`config.mk`:
```
export PLATFORM = sky130hd
export DESIGN_NAME = fb_pixel_writer_flat
export DESIGN_NICKNAME = d
export VERILOG_FILES = /design/src/rtl/screen_pkg.sv /design/src/rtl/fb_pixel_writer_if.sv /design/src/rtl/pixel_fifo.sv /design/src/rtl/fb_pixel_writer.sv /design/src/flat_wrapper.sv
export SDC_FILE = /design/constraint.sdc
export NUM_CORES = 1
export LEC_CHECK = 0
export ABC_AREA = 1
export CAP_MARGIN = 40
export CORE_ASPECT_RATIO = 0.9
export CORE_MARGIN = 10
export CORE_UTILIZATION = 60
export DETAILED_ROUTE_END_ITERATION = 10
export GPL_TIMING_DRIVEN = 0
export PLACE_DENSITY = 0.89
export SLEW_MARGIN = 40
export SYNTH_ARGS = -nofsm -noshare
export SYNTH_HDL_FRONTEND = slang
export SYNTH_SLANG_ARGS = --single-unit
```
`constraint.sdc`:
```
create_clock -name clk -period 10.8 [get_ports clk]
set_clock_uncertainty 0.2 [all_clocks]
set_input_delay 1.62 -clock clk [delete_from_list [all_inputs] [get_ports clk]]
set_output_delay 1.62 -clock clk [all_outputs]
set_load 0.05 [all_outputs]
```
`src/rtl/screen_pkg.sv`:
```
// rtl/screen_pkg.sv - screen geometry, pixel record, writer FSM states
// Purpose: shared definitions for the frame-buffer pixel writer.
// Contents: SCR_W/SCR_H screen size, FB_AW address width, COLOR_W colour
//           width, pixel_t {x,y,c}, state_t FSM encodings, lin_addr().
package screen_pkg;

  localparam int SCR_W   = 320;
  localparam int SCR_H   = 240;
  localparam int FB_AW   = 17;
  localparam int COLOR_W = 3;

  typedef struct packed {
    logic [8:0]         x;
    logic [7:0]         y;
    logic [COLOR_W-1:0] c;
  } pixel_t;

  typedef enum logic [1:0] {
    ST_IDLE  = 2'd0,
    ST_DRAIN = 2'd1,
    ST_CLEAR = 2'd2,
    ST_DONE  = 2'd3
  } state_t;

  // y*320 + x as two shifts and adds, kept at full 17-bit width.
  function automatic logic [FB_AW-1:0] lin_addr(input logic [8:0] x, input logic [7:0] y);
    logic [FB_AW-1:0] w_y;
    w_y = {9'd0, y};
    return (w_y << 8) + (w_y << 6) + {8'd0, x};
  endfunction

endpackage

```
`src/rtl/fb_pixel_writer_if.sv`:
```
// rtl/fb_pixel_writer_if.sv - pixel-in / frame-buffer-out bundle
// Purpose: groups the pixel stream, clear control and frame-buffer write
//          signals of fb_pixel_writer.
// Signals: in_valid/in_ready/in_x/in_y/in_c   pixel stream
//          clear_req/clear_color/clear_done   full-screen clear control
//          fb_we/fb_ready/fb_addr/fb_data     frame-buffer write port
//          drop_count                         off-screen drop counter
// Modports: slave = the writer, master = its environment.
interface fb_pixel_writer_if;
  import screen_pkg::*;

  logic               in_valid;
  logic               in_ready;
  logic [8:0]         in_x;
  logic [7:0]         in_y;
  logic [COLOR_W-1:0] in_c;
  logic               clear_req;
  logic [COLOR_W-1:0] clear_color;
  logic               clear_done;
  logic               fb_we;
  logic               fb_ready;
  logic [FB_AW-1:0]   fb_addr;
  logic [COLOR_W-1:0] fb_data;
  logic [7:0]         drop_count;

  modport slave (
    input  in_valid, in_x, in_y, in_c, clear_req, clear_color, fb_ready,
    output in_ready, clear_done, fb_we, fb_addr, fb_data, drop_count
  );

  modport master (
    output in_valid, in_x, in_y, in_c, clear_req, clear_color, fb_ready,
    input  in_ready, clear_done, fb_we, fb_addr, fb_data, drop_count
  );

endinterface

```
`src/rtl/pixel_fifo.sv`:
```
// rtl/pixel_fifo.sv - synchronous DEPTH x pixel_t FIFO
// Purpose: buffers pixels between the draw controllers and the writer's
//          output register.
// Ports: clk; i_flush (sync clear); i_push/i_din write side;
//        i_pop/o_dout read side (o_dout is the head, valid when !o_empty);
//        o_full, o_empty, o_count occupancy.
module pixel_fifo
  import screen_pkg::*;
#(
  parameter int DEPTH = 8
) (
  input  logic                   clk,
  input  logic                   i_flush,
  input  logic                   i_push,
  input  pixel_t                 i_din,
  input  logic                   i_pop,
  output pixel_t                 o_dout,
  output logic                   o_full,
  output logic                   o_empty,
  output logic [$clog2(DEPTH):0] o_count
);

  localparam int AW = $clog2(DEPTH);
  localparam int CW = AW + 1;

  pixel_t        r_mem [DEPTH];
  logic [AW-1:0] r_wr;
  logic [AW-1:0] r_rd;
  logic [CW-1:0] r_count;
  logic          w_push;
  logic          w_pop;

  // A full FIFO refuses a push even when a pop frees a slot this cycle.
  assign w_push  = i_push && !o_full;
  assign w_pop   = i_pop && !o_empty;
  assign o_full  = (r_count == CW'(DEPTH));
  assign o_empty = (r_count == '0);
  assign o_count = r_count;
  assign o_dout  = r_mem[r_rd];

  always_ff @(posedge clk) begin
    if (w_push) begin
      r_mem[r_wr] <= i_din;
    end
  end

  always_ff @(posedge clk) begin
    if (i_flush) begin
      r_wr    <= '0;
      r_rd    <= '0;
      r_count <= '0;
    end else begin
      if (w_push) r_wr <= r_wr + AW'(1);
      if (w_pop)  r_rd <= r_rd + AW'(1);
      r_count <= r_count + CW'(w_push) - CW'(w_pop);
    end
  end

endmodule

```
`src/rtl/fb_pixel_writer.sv`:
```
// rtl/fb_pixel_writer.sv - commits the pixel stream to the 320x240 frame buffer
// Purpose: FIFO-decoupled pixel writer with off-screen drop, linear address
//          generation and a full-screen clear sequence.
// Ports: clk, reset (sync, active high); bus (fb_pixel_writer_if.slave)
//        carrying the pixel stream, clear control, frame-buffer write port
//        and drop counter.
module fb_pixel_writer
  import screen_pkg::*;
#(
  parameter int DEPTH = 8
) (
  input  logic              clk,
  input  logic              reset,
  fb_pixel_writer_if.slave  bus
);

  localparam int               CW        = $clog2(DEPTH) + 1;
  localparam logic [FB_AW-1:0] LAST_ADDR = FB_AW'(SCR_W * SCR_H - 1);

  state_t             r_state;
  logic               r_in_ready;
  logic               r_we;
  logic [FB_AW-1:0]   r_addr;
  logic [COLOR_W-1:0] r_data;
  logic [COLOR_W-1:0] r_clr_c;
  logic               r_clear_done;
  logic [7:0]         r_drop;

  pixel_t             w_din;
  pixel_t             w_dout;
  logic               w_push;
  logic               w_pop;
  logic               w_full;
  logic               w_empty;
  logic               w_out_free;
  logic               w_onscreen;
  logic [CW-1:0]      w_count;
  logic [CW-1:0]      w_count_next;

  assign w_din        = {bus.in_x, bus.in_y, bus.in_c};
  assign w_push       = bus.in_valid && r_in_ready;
  // Output register can take a new value when empty or its write completes.
  assign w_out_free   = !r_we || bus.fb_ready;
  assign w_pop        = !w_empty && w_out_free && (r_state == ST_IDLE || r_state == ST_DRAIN);
  assign w_onscreen   = (w_dout.x < 9'(SCR_W)) && (w_dout.y < 8'(SCR_H));
  assign w_count_next = w_count + CW'(w_push) - CW'(w_pop);

  pixel_fifo #(.DEPTH(DEPTH)) u_fifo (
    .clk     (clk),
    .i_flush (reset),
    .i_push  (w_push),
    .i_din   (w_din),
    .i_pop   (w_pop),
    .o_dout  (w_dout),
    .o_full  (w_full),
    .o_empty (w_empty),
    .o_count (w_count)
  );

  always_ff @(posedge clk) begin
    if (reset) begin
      r_state      <= ST_IDLE;
      r_in_ready   <= 1'b0;
      r_we         <= 1'b0;
      r_addr       <= '0;
      r_data       <= '0;
      r_clr_c      <= '0;
      r_clear_done <= 1'b0;
      r_drop       <= '0;
    end else begin
      r_clear_done <= 1'b0;
      case (r_state)
        ST_IDLE, ST_DRAIN: begin
          if (w_pop && w_onscreen) begin
            r_we   <= 1'b1;
            r_addr <= lin_addr(w_dout.x, w_dout.y);
            r_data <= w_dout.c;
          end else if (w_out_free) begin
            r_we <= 1'b0;
          end
          if (w_pop && !w_onscreen && r_drop != 8'hFF) begin
            r_drop <= r_drop + 8'd1;
          end
          if (r_state == ST_IDLE) begin
            if (bus.clear_req) begin
              r_state    <= ST_DRAIN;
              r_clr_c    <= bus.clear_color;
              r_in_ready <= 1'b0;
            end else begin
              // in_ready is the registered form of !full, so look at next occupancy.
              r_in_ready <= (w_count_next != CW'(DEPTH));
            end
          end else if (w_empty && !r_we) begin
            r_state <= ST_CLEAR;
          end
        end
        ST_CLEAR: begin
          // r_addr doubles as the clear counter; r_we is low only before the first write.
          if (!r_we) begin
            r_we   <= 1'b1;
            r_addr <= '0;
            r_data <= r_clr_c;
          end else if (bus.fb_ready) begin
            if (r_addr == LAST_ADDR) begin
              r_we         <= 1'b0;
              r_clear_done <= 1'b1;
              r_state      <= ST_DONE;
            end else begin
              r_addr <= r_addr + FB_AW'(1);
            end
          end
        end
        ST_DONE: begin
          r_state    <= ST_IDLE;
          r_in_ready <= 1'b1;
        end
        default: r_state <= ST_IDLE;
      endcase
    end
  end

  assign bus.in_ready   = r_in_ready;
  assign bus.fb_we      = r_we;
  assign bus.fb_addr    = r_addr;
  assign bus.fb_data    = r_data;
  assign bus.clear_done = r_clear_done;
  assign bus.drop_count = r_drop;

  logic w_unused;
  assign w_unused = w_full;

endmodule

```
`src/flat_wrapper.sv`:
```
// flat-port wrapper written by rule: the top's interface ports become plain ports
module fb_pixel_writer_flat import screen_pkg::*;
#(
  parameter int DEPTH = 8
)
  (clk, reset, bus_in_valid, bus_in_x, bus_in_y, bus_in_c, bus_clear_req, bus_clear_color, bus_fb_ready, bus_in_ready, bus_clear_done, bus_fb_we, bus_fb_addr, bus_fb_data, bus_drop_count);
  fb_pixel_writer_if bus_i ();
  input  logic clk;
  input  logic reset;
  input wire logic [$bits(bus_i.in_valid)-1:0] bus_in_valid;
  input wire logic [$bits(bus_i.in_x)-1:0] bus_in_x;
  input wire logic [$bits(bus_i.in_y)-1:0] bus_in_y;
  input wire logic [$bits(bus_i.in_c)-1:0] bus_in_c;
  input wire logic [$bits(bus_i.clear_req)-1:0] bus_clear_req;
  input wire logic [$bits(bus_i.clear_color)-1:0] bus_clear_color;
  input wire logic [$bits(bus_i.fb_ready)-1:0] bus_fb_ready;
  output wire logic [$bits(bus_i.in_ready)-1:0] bus_in_ready;
  output wire logic [$bits(bus_i.clear_done)-1:0] bus_clear_done;
  output wire logic [$bits(bus_i.fb_we)-1:0] bus_fb_we;
  output wire logic [$bits(bus_i.fb_addr)-1:0] bus_fb_addr;
  output wire logic [$bits(bus_i.fb_data)-1:0] bus_fb_data;
  output wire logic [$bits(bus_i.drop_count)-1:0] bus_drop_count;
  assign bus_i.in_valid = bus_in_valid;
  assign bus_i.in_x = bus_in_x;
  assign bus_i.in_y = bus_in_y;
  assign bus_i.in_c = bus_in_c;
  assign bus_i.clear_req = bus_clear_req;
  assign bus_i.clear_color = bus_clear_color;
  assign bus_i.fb_ready = bus_fb_ready;
  assign bus_in_ready = bus_i.in_ready;
  assign bus_clear_done = bus_i.clear_done;
  assign bus_fb_we = bus_i.fb_we;
  assign bus_fb_addr = bus_i.fb_addr;
  assign bus_fb_data = bus_i.fb_data;
  assign bus_drop_count = bus_i.drop_count;
  fb_pixel_writer #(.DEPTH(DEPTH)) u_core (.clk(clk), .reset(reset), .bus(bus_i));
endmodule
```
# --- Yosys cells after proc, flatten, opt, wreduce, memory -nomap -nowiden ---
# Memory sizes are Yosys's and may differ from the RTL's. A register that Yosys moved wholly into a read port is not among the register bits.
# Cells that the tools add are included.
word_totals:
  mem_bits_rw: 160
  input_bits: 28
  n_memories: 1
  output_inout_bits: 31
  ff_bits: 46
  wordCells: 103
mem_list:
  columns: ["memory", "words", "width", "rd", "rd_ports_with_merged_regs", "wr", "line_no", "source"]
  rows:
  - ["u_core.u_fifo.r_mem", 8, 20, 1, 1, 1, "pixel_fifo.sv:26", "pixel_t r_mem [DEPTH];"]
classes:
  n_mux: 29
  bitwise_logic: 3
  magnitude_cmp: 2
  n_reduce_logical: 29
  add_sub_neg: 10
  n_eq_ne: 18
ops:
  columns: ["op", "n"]
  rows:
  - ["17-bit two-way mux", 4]
  - ["17-bit case mux with 2 select lines", 1]
  - ["16-bit by 14-bit adder with 17-bit output", 1]
  - ["17-bit by 1-bit adder with 17-bit output, second input constant", 1]
  - ["17-bit by 9-bit adder with 17-bit output", 1]
  - ["17-bit == test, second input constant", 1]
  - ["2-bit two-way mux", 6]
  - ["3-bit two-way mux", 4]
  - ["1-bit logical AND", 10]
  - ["1-bit two-way mux", 10]
  - ["9-bit less-than comparator, second input constant", 1]
  - ["3-bit inequality test, second input constant", 3]
  - ["4-bit by 1-bit adder with 4-bit output", 2]
  - ["8-bit by 1-bit adder with 8-bit output, second input constant", 1]
  - ["8-bit less-than comparator, second input constant", 1]
  - ["2-bit by 1-bit inequality test with 1-bit output, second input constant", 4]
  - ["8-bit inequality test, second input constant", 1]
  - ["4-bit by 1-bit subtractor with 4-bit output", 2]
  - ["3-bit by 1-bit adder with 3-bit output, second input constant", 2]
  - ["3-bit by 1-bit inequality test with 1-bit output, second input constant", 2]
  - ["2-bit case mux with 3 select lines", 1]
  - ["3-bit case mux with 2 select lines", 1]
  - ["2-bit AND reduction", 3]
  - ["3-bit AND reduction", 2]
  - ["other kinds (16)", 26]

# --- Logic depth before layout (Yosys ltp) ---
logic_depth:
  depth_word: 9
  ltp_mapped: 25
  mapped_depth_nobuf: 22

# --- Hierarchy ---
# A second synthesis with hierarchy kept.
hier_totals:
  hier_cells: 1284
  hier_area_um2: 10717.8
modules_own_cells:
  columns: ["mod", "seq_area_each_um2", "cells_per_inst", "area_per_inst_um2", "instances"]
  rows:
  - ["pixel_fifo", 5064.9, 790, 7688.6, 1]
  - ["fb_pixel_writer", 720.7, 494, 3029.2, 1]

# --- Worst setup path before layout ---
# Ideal clock, no wire load.
synth_timing:
  kind: "input port to flip-flop"
  from: "input bus_fb_ready"
  to: "register u_core.r_in_ready (netlist: u_core.bus.in_ready)"
  required_time_ns: 10.472
  setup_time_ns: 0.128
  n_path_buf: 0
  path_stages: 14
  slack_ns: 6.888
  t_arrival_ns: 3.585
  cell_sequence: "nor2_1 nor2_1 ha_1 inv_1 ha_1 inv_1 fa_1 o21ai_0 a211oi_1 nand2_1 o21bai_1 a21oi_1 a21oi_1 nor2_1"
synth_between:
  elab_chain_len: 8
synth_rtl:
  columns: ["element", "line_no", "source"]
  rows:
  - ["from (decl)", "flat_wrapper.sv:16", "input wire logic [$bits(bus_i.fb_ready)-1:0] bus_fb_ready;"]
  - ["1-bit logical OR", "fb_pixel_writer.sv:43", "assign w_out_free = !r_we || bus.fb_ready;"]
  - ["1-bit logical AND (2 in a row)", "fb_pixel_writer.sv:44", "assign w_pop = !w_empty && w_out_free && (r_state == ST_IDLE || r_state == ST_DRAIN);"]
  - ["4-bit by 1-bit subtractor with 4-bit output", "fb_pixel_writer.sv:46", "assign w_count_next = w_count + CW'(w_push) - CW'(w_pop);"]
  - ["4-bit inequality test", "fb_pixel_writer.sv:91", "r_in_ready <= (w_count_next != CW'(DEPTH));"]
  - ["1-bit two-way mux", "fb_pixel_writer.sv:85", "if (bus.clear_req) begin"]
  - ["1-bit two-way mux", "fb_pixel_writer.sv:84", "if (r_state == ST_IDLE) begin"]
  - ["1-bit case mux with 2 select lines", "fb_pixel_writer.sv:72", "case (r_state)"]
  - ["to (signal assigned)", "fb_pixel_writer.sv:91", null]
  - ["to (decl)", "fb_pixel_writer.sv:21", "logic r_in_ready;"]
# No other way between the ends. The select of a mux whose other input is x is not followed.
# A chain may end at the register's enable or synchronous reset.

==> flow_summary_export.csv <==
group,metric,value,unit
global_route,grt_pass1_vias,7564,
cells_and_area,most-common-layout-cells,"nand2_1 (187), edfxtp_1 (160), nor2_1 (145)",
die,rows,44,
synth,synth_cell_types,40,
run_status,status,"complete, no violations",
timing,hold_viol,0,
cells_and_area,antennaDiodeCount,0,
global_route,met1_usage,28.02,%
hold_path,hp-class,"reg -> reg",
synth,yosysSeqAreaShare,59.09,%
synth,yosys_warnings,0,
die,die-width,154.7,um
clock_network,cts_buffer_depth,3,
place,dp_slack,6.202,ns
timing,post-route-period-util,44.10,%
die,die_y,141.2,um
die,core_area,16080,sq um
die,start_util,60.90,%
critical_path,cp_max_fo,10,
synth,syn-num-nets,1082,
clock_network,cts_tree,"built",
critical_path,endpoint_kind,"flop",
critical_path,crit_arrival,4.97,ns
critical_path,startpoint_type,"flop",
clock_network,insertion_delay,0.52,ns
place,dp_hpwl,16870,um
place,port_buffers,58,
power,switchingPower,1.359,mW
timing,whs,0.2710,ns
critical_path,slowest_stage,"fa_1",
synth,synth-seq-cells,209,
route,vias,7959,
cells_and_area,layout_commonest_cell,"nand2_1",
timing,worst_pin_slew,0.7583,ns
power,combPwrFrac,46.6,%
power,power_leakage,4.518,nW
place,dp_cells,1291,
power,power.internal,1.902,mW
hold_path,holdPathStages,1,
critical_path,worst-setup-path-type,"reg -> reg",
clock_network,hold_buffers,0,
clock_network,cts_resized,0,
cells_and_area,area_growth,18.36,%
global_route,grt_antenna_before_repair,0,
clock_network,h-tree-depth,1,
route,drtIter0Drc,1011,
global_route,busiest_layer,"met2",
timing,min_period,4.762,ns
route,vias_per_cell,5.980,
cells_and_area,instances_no_fill,1331,
timing,slew_violations,0,
timing,finalWorstSetupSlack,6.038,ns
power,ir_worst_vdd,0.1982,mV
timing,rsz0062_at_grt,"no",
synth,syn_area,9791,sq um
critical_path,critPathMostFrequentCell,"nand2_1",
route,drc,0,
clock_network,root_buffer,"clkbuf_16",
timing,timing.fmax,210.0,MHz
route,dr.pass1.iters,6,
cells_and_area,drive_gt1_share,7.651,%
route,avgRoutedWirePerCell,19.38,um
route,drt-total-wl,25790,um
critical_path,path_cells,"buf_2 > clkbuf_1 > o21ai_0 > o22ai_1 > inv_1 > o21ai_0 > inv_1 > fa_1 > inv_1 > fa_1 > nand2_1 > nand2_1 > nand2_1 > nand2_1 > nand2_1 > o21ai_0 > or2_2 > nand3_1 > nand2_1 > nor2_1 > nor2_1",
critical_path,reg2regPathDepth,21,
cells_and_area,multiInputGateArea,3436,sq um
clock_network,postCtsSetupBuffers,0,
timing,fin_setup_tns,0,ns
clock_network,cts_made_buffers,22,
critical_path,cp.required,11.01,ns
cells_and_area,seq_area,5786,sq um
power,share_clk_of_total_power,23.0,%
run,cap_violations,0,
global_route,track_usage,22.73,%
clock_network,clk_pin_slew,0.06,ns
global_route,met2_usage,38.55,%
timing,max_slew_margin,49.45,%
clock_network,cts_sinks,209,
die,fp.dieArea,21830,sq um
power,seqPwrFrac,30.4,%
cells_and_area,num-fill-cells,1051,
power,p_sw_share,41.67,%
synth,syn-instance-count,1018,
power,power_density,281.4,nW/um^2
synth,avgSynthCellArea,9.618,sq um
die,io_pins,59,
cells_and_area,fin_nets,1172,
global_route,grt_pass1_wl,40050,um
route,ant_nets,0,
global_route,grt_max_degree,16,
timing,setup_violations,0,
critical_path,slowest_delay,0.56,ns
place,gp_congestion,0.9470,
global_route,grt_overflow,0,
global_route,use_met3,3.923,%
==> power by group through the flow <==
stage | Clock (mW) | Combinational (mW) | Sequential (mW)
CTS | 0.756 | 1.49 | 0.988
detailed placement | 0 | 1.44 | 1.00
finish | 0.751 | 1.52 | 0.990
global placement | 0 | 1.38 | 1.00
global route | 0.788 | 1.67 | 0.996
floorplan | 0 | 0.964 | 1.09
==> cells by family (layout without fill, tap and decap cells) <==
logic type	Yosys count	after routing	share of synthesized area (%)
buffers and inverters	148	254	6.428
adders and majority gates	36	36	4.907
xor gates and xnor gates	8	8	0.7157
and+or+nand+nor	432	432	18.49
DFF	209	209	59.09
AOI/OAI and AO/OA	185	185	10.36
==> through the flow <==
stage / utilization (%) / total power, mW / area [sq um]
5_1_grt: 72.09 / 3.458 / 11590
3_3_place_gp: 66.13 / 2.380 / 10630
2_1_floorplan: - / 2.051 / 9791
3_5_place_dp: 67.56 / 2.449 / 10860
4_1_cts: 72.09 / 3.232 / 11590
6_report: 72.09 / 3.262 / 11590
==> cells in the mapped netlist, drive strengths merged <==
| cell type | instances | share of area [%] |
|---|---|---|
| nand2 | 193 | 7.7 |
| edfxtp | 160 | 49 |
| nor2 | 154 | 6.0 |
| o21ai | 105 | 5.4 |
| inv | 104 | 4.0 |
| nand3 | 58 | 3.1 |
| dfxtp | 49 | 10 |
| a21oi | 42 | 2.1 |
| ha | 32 | 4.1 |
| buf | 24 | 1.6 |
| clkbuf | 18 | 0.69 |
| nor3 | 13 | 0.72 |
| o22ai | 12 | 0.77 |
| nand3b | 8 | 0.61 |
| a31oi | 7 | 0.45 |
| o221ai | 6 | 0.54 |
| xor2 | 6 | 0.54 |
| o211ai | 5 | 0.38 |
| fa | 4 | 0.82 |
| nand4 | 4 | 0.26 |
| o21bai | 3 | 0.23 |
| clkinv | 2 | 0.077 |
| or2 | 2 | 0.13 |
| xnor2 | 2 | 0.18 |
| a211oi | 1 | 0.077 |
| a21boi | 1 | 0.12 |
| a2bb2oi | 1 | 0.089 |
| o311ai | 1 | 0.089 |
| o31ai | 1 | 0.077 |
==> layer usage <==
layer  vias up  part of all wire [%]
met5         -                     0
met4         0                   3.7
met3        93                   9.9
met2       510                    50
met1      3723                    37
li1       3633                     -
==> critical path: cells and delay by family, from the launching register on <==
family                   cells  cell delay, ns
AO/OA/AOI/OAI                4            1.04
adder cells (fa/ha/maj)      2            1.03
buffers and inverters        5            1.00
flip-flops                   1            0.46
AND/OR/NAND/NOR             10            0.92
==> layout make-up <==
type                       instances  area share, %
buffer                            42          1.976
clock buffer                      31          5.215
clock inverter                     9          1.069
inverter                         106          3.455
multi-input combinational        661          29.65
sequential                       209          49.92
tap                              207          2.235
timing repair buffer              66          6.478
==> sequential cells by signal (all words and copies together), names as in the netlist, named ones only <==
register and count:
u_core.bus.clear_done 1, u_core.r_clr_c 3, u_core.bus.fb_we 1, u_core.u_fifo.r_rd 3, u_core.u_fifo.r_mem 160, u_core.bus.fb_addr 17
u_core.bus.drop_count 8, u_core.u_fifo.r_wr 3, u_core.bus.fb_data 3, u_core.u_fifo.o_count 4, u_core.r_state 2, u_core.bus.in_ready 1
==> path summary, 6_finish.rpt <==
kind / start / to / slack, ns
setup / recovery: flop / u_core.bus.fb_addr[13] / 6.04
hold / removal: u_core.u_fifo.r_rd[2] / u_core.u_fifo.r_rd[2] / 0.27
setup reg to reg: flop / u_core.bus.fb_addr[13] / 6.04
hold reg to reg: u_core.u_fifo.r_rd[2] / u_core.u_fifo.r_rd[2] / 0.27
Note: power is estimated with default switching activity, not from simulation.
